## src/rtl/sync_fifo_pkg.sv

```systemverilog
// sync_fifo_pkg: shared types and helpers for the sync_fifo block.
//   fifo_rd_mode_e : read-port behaviour selected by the FWFT parameter
//   cnt_width()    : bits needed to hold an occupancy of 0..depth
package sync_fifo_pkg;

    typedef enum logic {
        RD_REGISTERED = 1'b0,
        RD_FWFT       = 1'b1
    } fifo_rd_mode_e;

    function automatic int cnt_width(input int depth);
        return $clog2(depth + 1);
    endfunction

endpackage

```

## src/rtl/fifo_mem.sv

```systemverilog
// fifo_mem: storage array for sync_fifo, one synchronous write port and one
// asynchronous read port. Contents are not reset.
//   clk       : write clock, rising edge
//   i_wr_en   : write strobe
//   i_wr_addr : write address (0..DEPTH-1)
//   i_wr_data : write data
//   i_rd_addr : read address (0..DEPTH-1)
//   o_rd_data : read data, combinational from i_rd_addr
module fifo_mem #(
    parameter int DEPTH = 8,
    parameter int WIDTH = 8,
    parameter int PTR_W = $clog2(DEPTH)
) (
    input  logic             clk,
    input  logic             i_wr_en,
    input  logic [PTR_W-1:0] i_wr_addr,
    input  logic [WIDTH-1:0] i_wr_data,
    input  logic [PTR_W-1:0] i_rd_addr,
    output logic [WIDTH-1:0] o_rd_data
);

    logic [WIDTH-1:0] r_mem [DEPTH];

    always_ff @(posedge clk) begin
        if (i_wr_en) begin
            r_mem[i_wr_addr] <= i_wr_data;
        end
    end

    assign o_rd_data = r_mem[i_rd_addr];

endmodule

```

## src/rtl/sync_fifo.sv

```systemverilog
// sync_fifo: parametrised single-clock FIFO with occupancy count, programmable
// almost-full/almost-empty flags, optional first-word-fall-through read,
// synchronous flush and sticky overflow/underflow flags.
//   clk, rst_n       : clock (rising edge), async active-low reset
//   flush_i          : synchronous clear of pointers/count (and read data)
//   wr_en_i, write_data_i : push request and data
//   rd_en_i, read_data_o  : pop request and data
//   full_o, empty_o, almost_full_o, almost_empty_o : decoded from count_o
//   count_o          : current occupancy 0..DEPTH
//   err_clr_i        : clears overflow_o/underflow_o
//   overflow_o, underflow_o : sticky rejected-push / rejected-pop flags
module sync_fifo
    import sync_fifo_pkg::*;
#(
    parameter int DEPTH    = 8,
    parameter int WIDTH    = 8,
    parameter int FWFT     = 0,
    parameter int AF_LEVEL = DEPTH - 1,
    parameter int AE_LEVEL = 1
) (
    input  logic                            clk,
    input  logic                            rst_n,
    input  logic                            flush_i,
    input  logic                            wr_en_i,
    input  logic [WIDTH-1:0]                write_data_i,
    input  logic                            rd_en_i,
    output logic [WIDTH-1:0]                read_data_o,
    output logic                            full_o,
    output logic                            empty_o,
    output logic                            almost_full_o,
    output logic                            almost_empty_o,
    output logic [cnt_width(DEPTH)-1:0]     count_o,
    input  logic                            err_clr_i,
    output logic                            overflow_o,
    output logic                            underflow_o
);

    localparam int PTR_W = $clog2(DEPTH);
    localparam int CNT_W = cnt_width(DEPTH);
    localparam fifo_rd_mode_e RD_MODE = (FWFT != 0) ? RD_FWFT : RD_REGISTERED;

    localparam logic [PTR_W-1:0] LAST_PTR = PTR_W'(DEPTH - 1);
    localparam logic [CNT_W-1:0] FULL_CNT = CNT_W'(DEPTH);
    localparam logic [CNT_W-1:0] AF_CNT   = CNT_W'(AF_LEVEL);
    localparam logic [CNT_W-1:0] AE_CNT   = CNT_W'(AE_LEVEL);

    if (DEPTH < 2) begin : g_chk_depth
        $error("sync_fifo: DEPTH must be >= 2");
    end
    if (AF_LEVEL < 1 || AF_LEVEL > DEPTH) begin : g_chk_af
        $error("sync_fifo: AF_LEVEL must be in 1..DEPTH");
    end
    if (AE_LEVEL < 0 || AE_LEVEL > DEPTH - 1) begin : g_chk_ae
        $error("sync_fifo: AE_LEVEL must be in 0..DEPTH-1");
    end

    logic [PTR_W-1:0] r_wr_ptr;
    logic [PTR_W-1:0] r_rd_ptr;
    logic [CNT_W-1:0] r_count;
    logic             r_overflow;
    logic             r_underflow;

    logic             w_rd_acc;
    logic             w_wr_acc;
    logic [WIDTH-1:0] w_mem_rd;

    function automatic logic [PTR_W-1:0] ptr_inc(input logic [PTR_W-1:0] p);
        return (p == LAST_PTR) ? '0 : p + PTR_W'(1);
    endfunction

    // Flags depend on the count register only, never on the request inputs.
    assign count_o        = r_count;
    assign full_o         = (r_count == FULL_CNT);
    assign empty_o        = (r_count == '0);
    assign almost_full_o  = (r_count >= AF_CNT);
    assign almost_empty_o = (r_count <= AE_CNT);
    assign overflow_o     = r_overflow;
    assign underflow_o    = r_underflow;

    // A pop on empty never sees a same-cycle push; a push on full is allowed
    // only when a pop frees the slot in the same cycle.
    assign w_rd_acc = rd_en_i && !empty_o;
    assign w_wr_acc = wr_en_i && (!full_o || w_rd_acc);

    fifo_mem #(
        .DEPTH (DEPTH),
        .WIDTH (WIDTH),
        .PTR_W (PTR_W)
    ) u_mem (
        .clk       (clk),
        .i_wr_en   (w_wr_acc && !flush_i),
        .i_wr_addr (r_wr_ptr),
        .i_wr_data (write_data_i),
        .i_rd_addr (r_rd_ptr),
        .o_rd_data (w_mem_rd)
    );

    always_ff @(posedge clk or negedge rst_n) begin
        if (!rst_n) begin
            r_wr_ptr <= '0;
            r_rd_ptr <= '0;
            r_count  <= '0;
        end else if (flush_i) begin
            r_wr_ptr <= '0;
            r_rd_ptr <= '0;
            r_count  <= '0;
        end else begin
            if (w_wr_acc) begin
                r_wr_ptr <= ptr_inc(r_wr_ptr);
            end
            if (w_rd_acc) begin
                r_rd_ptr <= ptr_inc(r_rd_ptr);
            end
            if (w_wr_acc && !w_rd_acc) begin
                r_count <= r_count + CNT_W'(1);
            end else if (w_rd_acc && !w_wr_acc) begin
                r_count <= r_count - CNT_W'(1);
            end
        end
    end

    // Sticky errors: a new rejection wins over a same-cycle clear; a flush
    // cycle reports nothing because no request is evaluated.
    always_ff @(posedge clk or negedge rst_n) begin
        if (!rst_n) begin
            r_overflow  <= 1'b0;
            r_underflow <= 1'b0;
        end else begin
            r_overflow  <= (!flush_i && wr_en_i && !w_wr_acc) ||
                           (r_overflow && !err_clr_i);
            r_underflow <= (!flush_i && rd_en_i && !w_rd_acc) ||
                           (r_underflow && !err_clr_i);
        end
    end

    if (RD_MODE == RD_REGISTERED) begin : g_rd_reg
        logic [WIDTH-1:0] r_rd_data;

        always_ff @(posedge clk or negedge rst_n) begin
            if (!rst_n) begin
                r_rd_data <= '0;
            end else if (flush_i) begin
                r_rd_data <= '0;
            end else if (w_rd_acc) begin
                r_rd_data <= w_mem_rd;
            end
        end

        assign read_data_o = r_rd_data;
    end else begin : g_rd_fwft
        assign read_data_o = empty_o ? '0 : w_mem_rd;
    end

endmodule

```

## config.mk

```make
export PLATFORM = sky130hd
export DESIGN_NAME = sync_fifo
export DESIGN_NICKNAME = d
export VERILOG_FILES = /design/src/rtl/sync_fifo_pkg.sv /design/src/rtl/fifo_mem.sv /design/src/rtl/sync_fifo.sv
export SDC_FILE = /design/constraint.sdc
export NUM_CORES = 1
export LEC_CHECK = 0
export CELL_PAD_IN_SITES_DETAIL_PLACEMENT = 1
export CELL_PAD_IN_SITES_GLOBAL_PLACEMENT = 1
export CORE_UTILIZATION = 53
export DETAILED_ROUTE_END_ITERATION = 16
export GPL_ROUTABILITY_DRIVEN = 0
export HOLD_SLACK_MARGIN = 0.06
export PLACE_DENSITY_LB_ADDON = 0.1
export SLEW_MARGIN = 25
export SYNTH_ARGS = -nofsm -noshare
export SYNTH_HDL_FRONTEND = slang
export SYNTH_HIERARCHICAL = 1
export SYNTH_SLANG_ARGS = --single-unit
```

## constraint.sdc

```tcl
create_clock -name clk -period 5 [get_ports clk]
set_clock_uncertainty 0.1 [all_clocks]
set_input_delay 0.75 -clock clk [delete_from_list [all_inputs] [get_ports clk]]
set_output_delay 0.75 -clock clk [all_outputs]
set_load 0.03 [all_outputs]
```

== Yosys cells after proc, flatten, opt, wreduce, memory -nomap -nowiden ==
Memory sizes are Yosys's and may differ from the RTL's.
Cells that the tools add are included.

* Register bits: 20
* Bits in writable memories: 64
* Output and inout bits: 18
* Word-level logic and storage cells: 53
* Memories kept: 1

{| class="wikitable"
|+ Memory list
! memory !! words !! bits a word !! rd ports !! clocked after memory_dff !! wr ports !! RTL line !! source
|-
| u_mem.r_mem || 8 || 8 || 1 || 0 || 1 || fifo_mem.sv:22 || <nowiki>logic [WIDTH-1:0] r_mem [DEPTH];</nowiki>
|}

* Add/sub/neg operators: 4
* $lt $le $gt $ge: 2
* Equality and inequality tests: 3
* Multiplexer cells: 13
* Reduce and logical (&&, ||, !) cells: 24

{| class="wikitable"
|+ Operators by type and width
! cell !! count
|-
| 2-to-1 mux 3 bit || 6
|-
| 2-to-1 mux 8 bit || 2
|-
| 2-to-1 mux 4 bit || 3
|-
| logical AND 1 bit || 11
|-
| adder 3 x 1 -> 3 bit, second input constant || 2
|-
| equality test 3 bit, second input constant || 2
|-
| logical NOT 1 bit || 6
|-
| adder 4 x 1 -> 4 bit, second input constant || 1
|-
| equality test 4 bit, second input constant || 1
|-
| >= comparator 4 x 3 -> 1 bit, second input constant || 1
|-
| <= comparator 4 x 1 -> 1 bit, second input constant || 1
|-
| logical NOT 4 bit || 1
|-
| nonzero test 2 bit || 2
|-
| subtractor 4 x 1 -> 4 bit, second input constant || 1
|-
| logical OR 1 bit || 3
|-
| nonzero test 3 bit || 1
|-
| 2-to-1 mux 1 bit || 2
|}

== Logic depth before layout (Yosys ltp) ==
* Word-level depth: 10
* Depth in mapped cells: 8
* Depth with buffers taken out: 8

== Modules after synthesis ==
The synthesis kept the hierarchy.

{| class="wikitable"
|+ Modules (own cells, without submodules)
! module !! instances !! cells each !! area each (um2) !! seq. area each (um2)
|-
| fifo_mem || 1 || 106 || 2531.2 || 1921.8
|-
| sync_fifo || 1 || 99 || 1114.8 || 500.5
|}

== Least setup slack after synthesis ==
No wires, ideal clock.

* Path kind: reg-to-reg
* Start: register r_count[0], in the netlist count_o[0]
* End: memory u_mem.r_mem[0][0], enable pin
* Library setup time: 0.383 ns
* Data arrival time: 2.006 ns
* Slack: 2.510 ns
* Cell stages (with the launch flop): 8
* Cell sequence: dfrtp_1 inv_1 ha_1 nand2b_4 o21ai_2 nor2_1 nand2b_1 nor3_1

* Longest elaborated chain between the ends: 8
* Elaborated cells between the ends (all ways): 10

{| class="wikitable"
|+ Ends and longest elaborated chain
! element !! RTL line !! source
|-
| start: declaration || sync_fifo.sv:59 || <nowiki>logic [CNT_W-1:0] r_count;</nowiki>
|-
| start signal: assignment || sync_fifo.sv:115 || <nowiki>r_count <= r_count + CNT_W'(1);</nowiki>
|-
| start signal: assignment || sync_fifo.sv:117 || <nowiki>r_count <= r_count - CNT_W'(1);</nowiki>
|-
| logical NOT 4 bit || sync_fifo.sv:74 || <nowiki>assign empty_o = (r_count == '0);</nowiki>
|-
| logical NOT 1 bit || sync_fifo.sv:82 || <nowiki>assign w_rd_acc = rd_en_i && !empty_o;</nowiki>
|-
| logical AND 1 bit || sync_fifo.sv:82 ||
|-
| logical OR 1 bit * || sync_fifo.sv:83 || <nowiki>assign w_wr_acc = wr_en_i && (!full_o || w_rd_acc);</nowiki>
|-
| logical AND 1 bit * || sync_fifo.sv:83 ||
|-
| logical AND 1 bit * || sync_fifo.sv:91 || <nowiki>.i_wr_en (w_wr_acc && !flush_i),</nowiki>
|-
| 2-to-1 mux 1 bit * || fifo_mem.sv:25 || <nowiki>if (i_wr_en) begin</nowiki>
|-
| 2-to-1 mux 1 bit (not written as such) * || fifo_mem.sv:26 || <nowiki>r_mem[i_wr_addr] <= i_wr_data;</nowiki>
|-
| end: declaration || fifo_mem.sv:22 ||
|}

Mark *: on every way between the ends. The rest lies on a longest branch, timed or not.

== Worst setup path in the final report ==
* Start: register r_count[0], in the netlist count_o[0]
* End: output port empty_o

* Longest elaborated chain between the ends: 1

{| class="wikitable"
|+ Ends and longest elaborated chain
! element !! RTL line !! source
|-
| logical NOT 4 bit || sync_fifo.sv:74 ||
|-
| end: declaration || sync_fifo.sv:29 || <nowiki>output logic empty_o,</nowiki>
|}

No other way between the ends.

==> impl_metrics.env <==
export IMPL_arrival_ps=2320
export IMPL_cts_sinks=84
export IMPL_path_max_fanout=7
export IMPL_maxSlewHeadroom_pct=38.6
export IMPL_num_antenna_cells=0
export IMPL_synth_top_family_by_area="multiplexers"
export IMPL_postCtsSetupBuffers=0
export IMPL_grt_pass1_wl_mm=12.0
export IMPL_synth_top_flop_cell="edfxtp_1"
export IMPL_fmax_ghz=0.316
export IMPL_ant_nets=0
export IMPL_synth_cells=205
export IMPL_die_width_um=84.9
export IMPL_synth_cell_type_count=43
export IMPL_totalWireLength_mm=7.87
export IMPL_start_util_pct=56.1
export IMPL_setup_violations=0
export IMPL_final_cell_mix="edfxtp_1 (64), clkdlybuf4s50_1 (31), dfrtp_1 (20)"
export IMPL_clkTransAtPathRegs_ps=80
export IMPL_final_nets=257
export IMPL_die_area_sq_um=7210
export IMPL_vdd_drop_max_mv=0.273
export IMPL_syn_area_sq_um=3650
export IMPL_vias_per_cell=6.30
export IMPL_io_pins=32
export IMPL_final_hold_viol_count=0
export IMPL_cp_top_family="buffers and inverters"
export IMPL_synth_compound_area_share_pct=6.21
export IMPL_path_class="reg -> out"
export IMPL_ys_seq_area_share_pct=66.4
export IMPL_synth_warning_count=6
export IMPL_min_path_type="reg -> reg"
export IMPL_p_per_area_nw_per_um2=458
export IMPL_drtPass1Iterations=10
export IMPL_path_buf_inv=3
export IMPL_worst_slew_pin_slew_ps=920
export IMPL_crit_path_max_incr_delay_ps=660
export IMPL_drt_iter0_drc=109
export IMPL_synth_simple_area_share_pct=5.77
export IMPL_grt_max_degree=21
export IMPL_drv_cap=0
export IMPL_htree_levels=3
export IMPL_cts_made_buffers=9
export IMPL_layout_commonest_cell="edfxtp_1"
export IMPL_grtUsageTotal_pct=23.7
export IMPL_fin_crit_sh_pct=63.4
export IMPL_wl_per_cell_um=24.8
export IMPL_io_buffers=31
export IMPL_clockBufferDepth=2
export IMPL_tns_ps=0
export IMPL_num_rows=29
export IMPL_ys_async_sr_fraction_pct=23.8
export IMPL_layout_drive_gt1_share_pct=15.4
export IMPL_synth_xor_area_share_pct=0.721
export IMPL_crit_chain="inv_1 -> ha_1 -> nand2b_4 -> or2_4 -> inv_2 -> clkdlybuf4s50_1"
export IMPL_rsz0062_at_grt="no"
export IMPL_clock_root_buffer="clkbuf_8"
export IMPL_design_area_sq_um=4190
export IMPL_startpoint_type="register"
export IMPL_yosys_area_share_adder_pct=2.75
export IMPL_cts_tree="built"
export IMPL_grt_overflow_total=0
export IMPL_clkLatencyLatePin_ps=350
export IMPL_holdBufCountCts=0
export IMPL_syn_avg_cell_area_sq_um=17.8
export IMPL_num_vias=1997
export IMPL_leakagePower_nw=1.52
export IMPL_end_kind="output pin"
export IMPL_period_needed_ps=3170
export IMPL_core_area_sq_um=6490
export IMPL_required_ps=4150
export IMPL_post_cts_resized=0
export IMPL_ys_ff_latch=84
export IMPL_slew_violations=0
export IMPL_die_height_um=84.9
export IMPL_grt_pass1_vias=2076
export IMPL_violations="DRC"
export IMPL_status="finished, violations left"
export IMPL_antenna_found_initial=0
export IMPL_place_area_sq_um=3960
export IMPL_r2r_setup_slack_ps=2340
export IMPL_synth_nets=227
export IMPL_dp_hpwl_mm=5.70
export IMPL_drc=4
export IMPL_muxShareOfSynthArea_pct=14.9
export IMPL_synth_edf_count=64
export IMPL_crit_slowest_cell="clkdlybuf4s50_1"
export IMPL_area_growth_pct=14.9
[area by class of cell]
cell class	instances	area (sq um)
Inverter	6	22.5
Sequential cell	84	2420
Timing Repair Buffer	31	310
Fill cell	567	2310
Multi-Input combinational cell	103	1120
Clock inverter	7	97.6
Clock buffer	9	124
Tap cell	77	96.3
[worst reg2reg max path, delay by kind of cell (launching register included)]
kind	cells	cell delay, ps
DFF	1	510
AOI/OAI and AO/OA	1	120
and+or+nand+nor	4	1160
adders and majority gates	1	260
buffers and inverters	1	150
[layer usage]
layer	global-route usage (%)	vias up	part of all wire (%)
met2	39.1	66	50
met5	0	-	0
met4	8.63	0	2.3
met1	30.5	1044	44
li1	-	873	-
met3	6.03	14	4.0
[synthesized netlist by cell type, types with 2 or more instances]
cell type	instances	share of area, %
nand3_1	2	0.27
edfxtp_1	64	53
buf_6	3	0.93
dfrtp_1	20	14
nor2_1	12	1.2
nor3_1	4	0.55
mux2_2	9	2.8
a22o_1	12	2.9
a21oi_1	6	0.82
xor2_1	2	0.48
ha_1	8	2.7
mux4_1	15	11
nand2b_1	4	0.69
nand2_1	5	0.51
clkbuf_1	2	0.21
inv_1	5	0.51
buf_4	2	0.41
nor2b_1	2	0.34
buf_2	3	0.41
a21o_1	2	0.41
[path summary, 6_finish.rpt]
path	from	end	depth (start not counted)
worst min-delay path	read_data_o[7]$_DFFE_PN0P_	read_data_o[7]$_DFFE_PN0P_	1
min in group asynchronous	rst_n	r_rd_ptr[2]$_DFFE_PN0P_	1
max in group asynchronous	rst_n	read_data_o[5]$_DFFE_PN0P_	1
worst max-delay path	count_o[0]$_DFFE_PN0P_	empty_o	6
worst min register to register	read_data_o[7]$_DFFE_PN0P_	read_data_o[7]$_DFFE_PN0P_	1
worst max register to register	count_o[0]$_DFFE_PN0P_	u_mem/r_mem[1][5]$_DFFE_PP_	7
[power by group]
part	leakage [nW]	switching, W	internal, W	total [W]
registers	0.848	0.0000789	0.000794	0.000873
logic	0.566	0.000266	0.000254	0.000520
clock network	0.108	0.000243	0.000284	0.000527
total	1.52	0.000588	0.00133	0.00192
[sequential cells by signal, summed over array words and instances, names as in the netlist]
signal       count
r_rd_ptr         3
read_data_o      8
underflow_o      1
r_wr_ptr         3
overflow_o       1
count_o          4
u_mem/r_mem     64
[logic make-up (layout without fill, tap and decap cells)]
group | Yosys count | after routing
AND/OR/NAND/NOR | 37 | 37
adder cells (fa/ha/maj) | 8 | 8
AO/OA/AOI/OAI | 28 | 28
flip-flops | 84 | 84
multiplexers | 27 | 27
buffers and inverters | 18 | 53
XOR/XNOR | 3 | 3
[per-stage QoR]
stage / total power, W / utilization (%) / hold WS (ps) / std cells / setup WS (ps)
3_5_place_dp: 0.00141 / 60.9 / 404 / 301 / 1400
6_report: 0.00192 / 64.5 / 423 / 317 / 1830
3_3_place_gp: 0.00138 / 60.9 / 391 / 301 / 1740
4_1_cts: 0.00194 / 64.3 / 422 / 317 / 1780
2_1_floorplan: 0.00125 / - / 354 / 205 / 2510
5_1_grt: 0.00199 / 64.5 / 438 / 317 / 1760
Power figures use the tool's default switching activity.
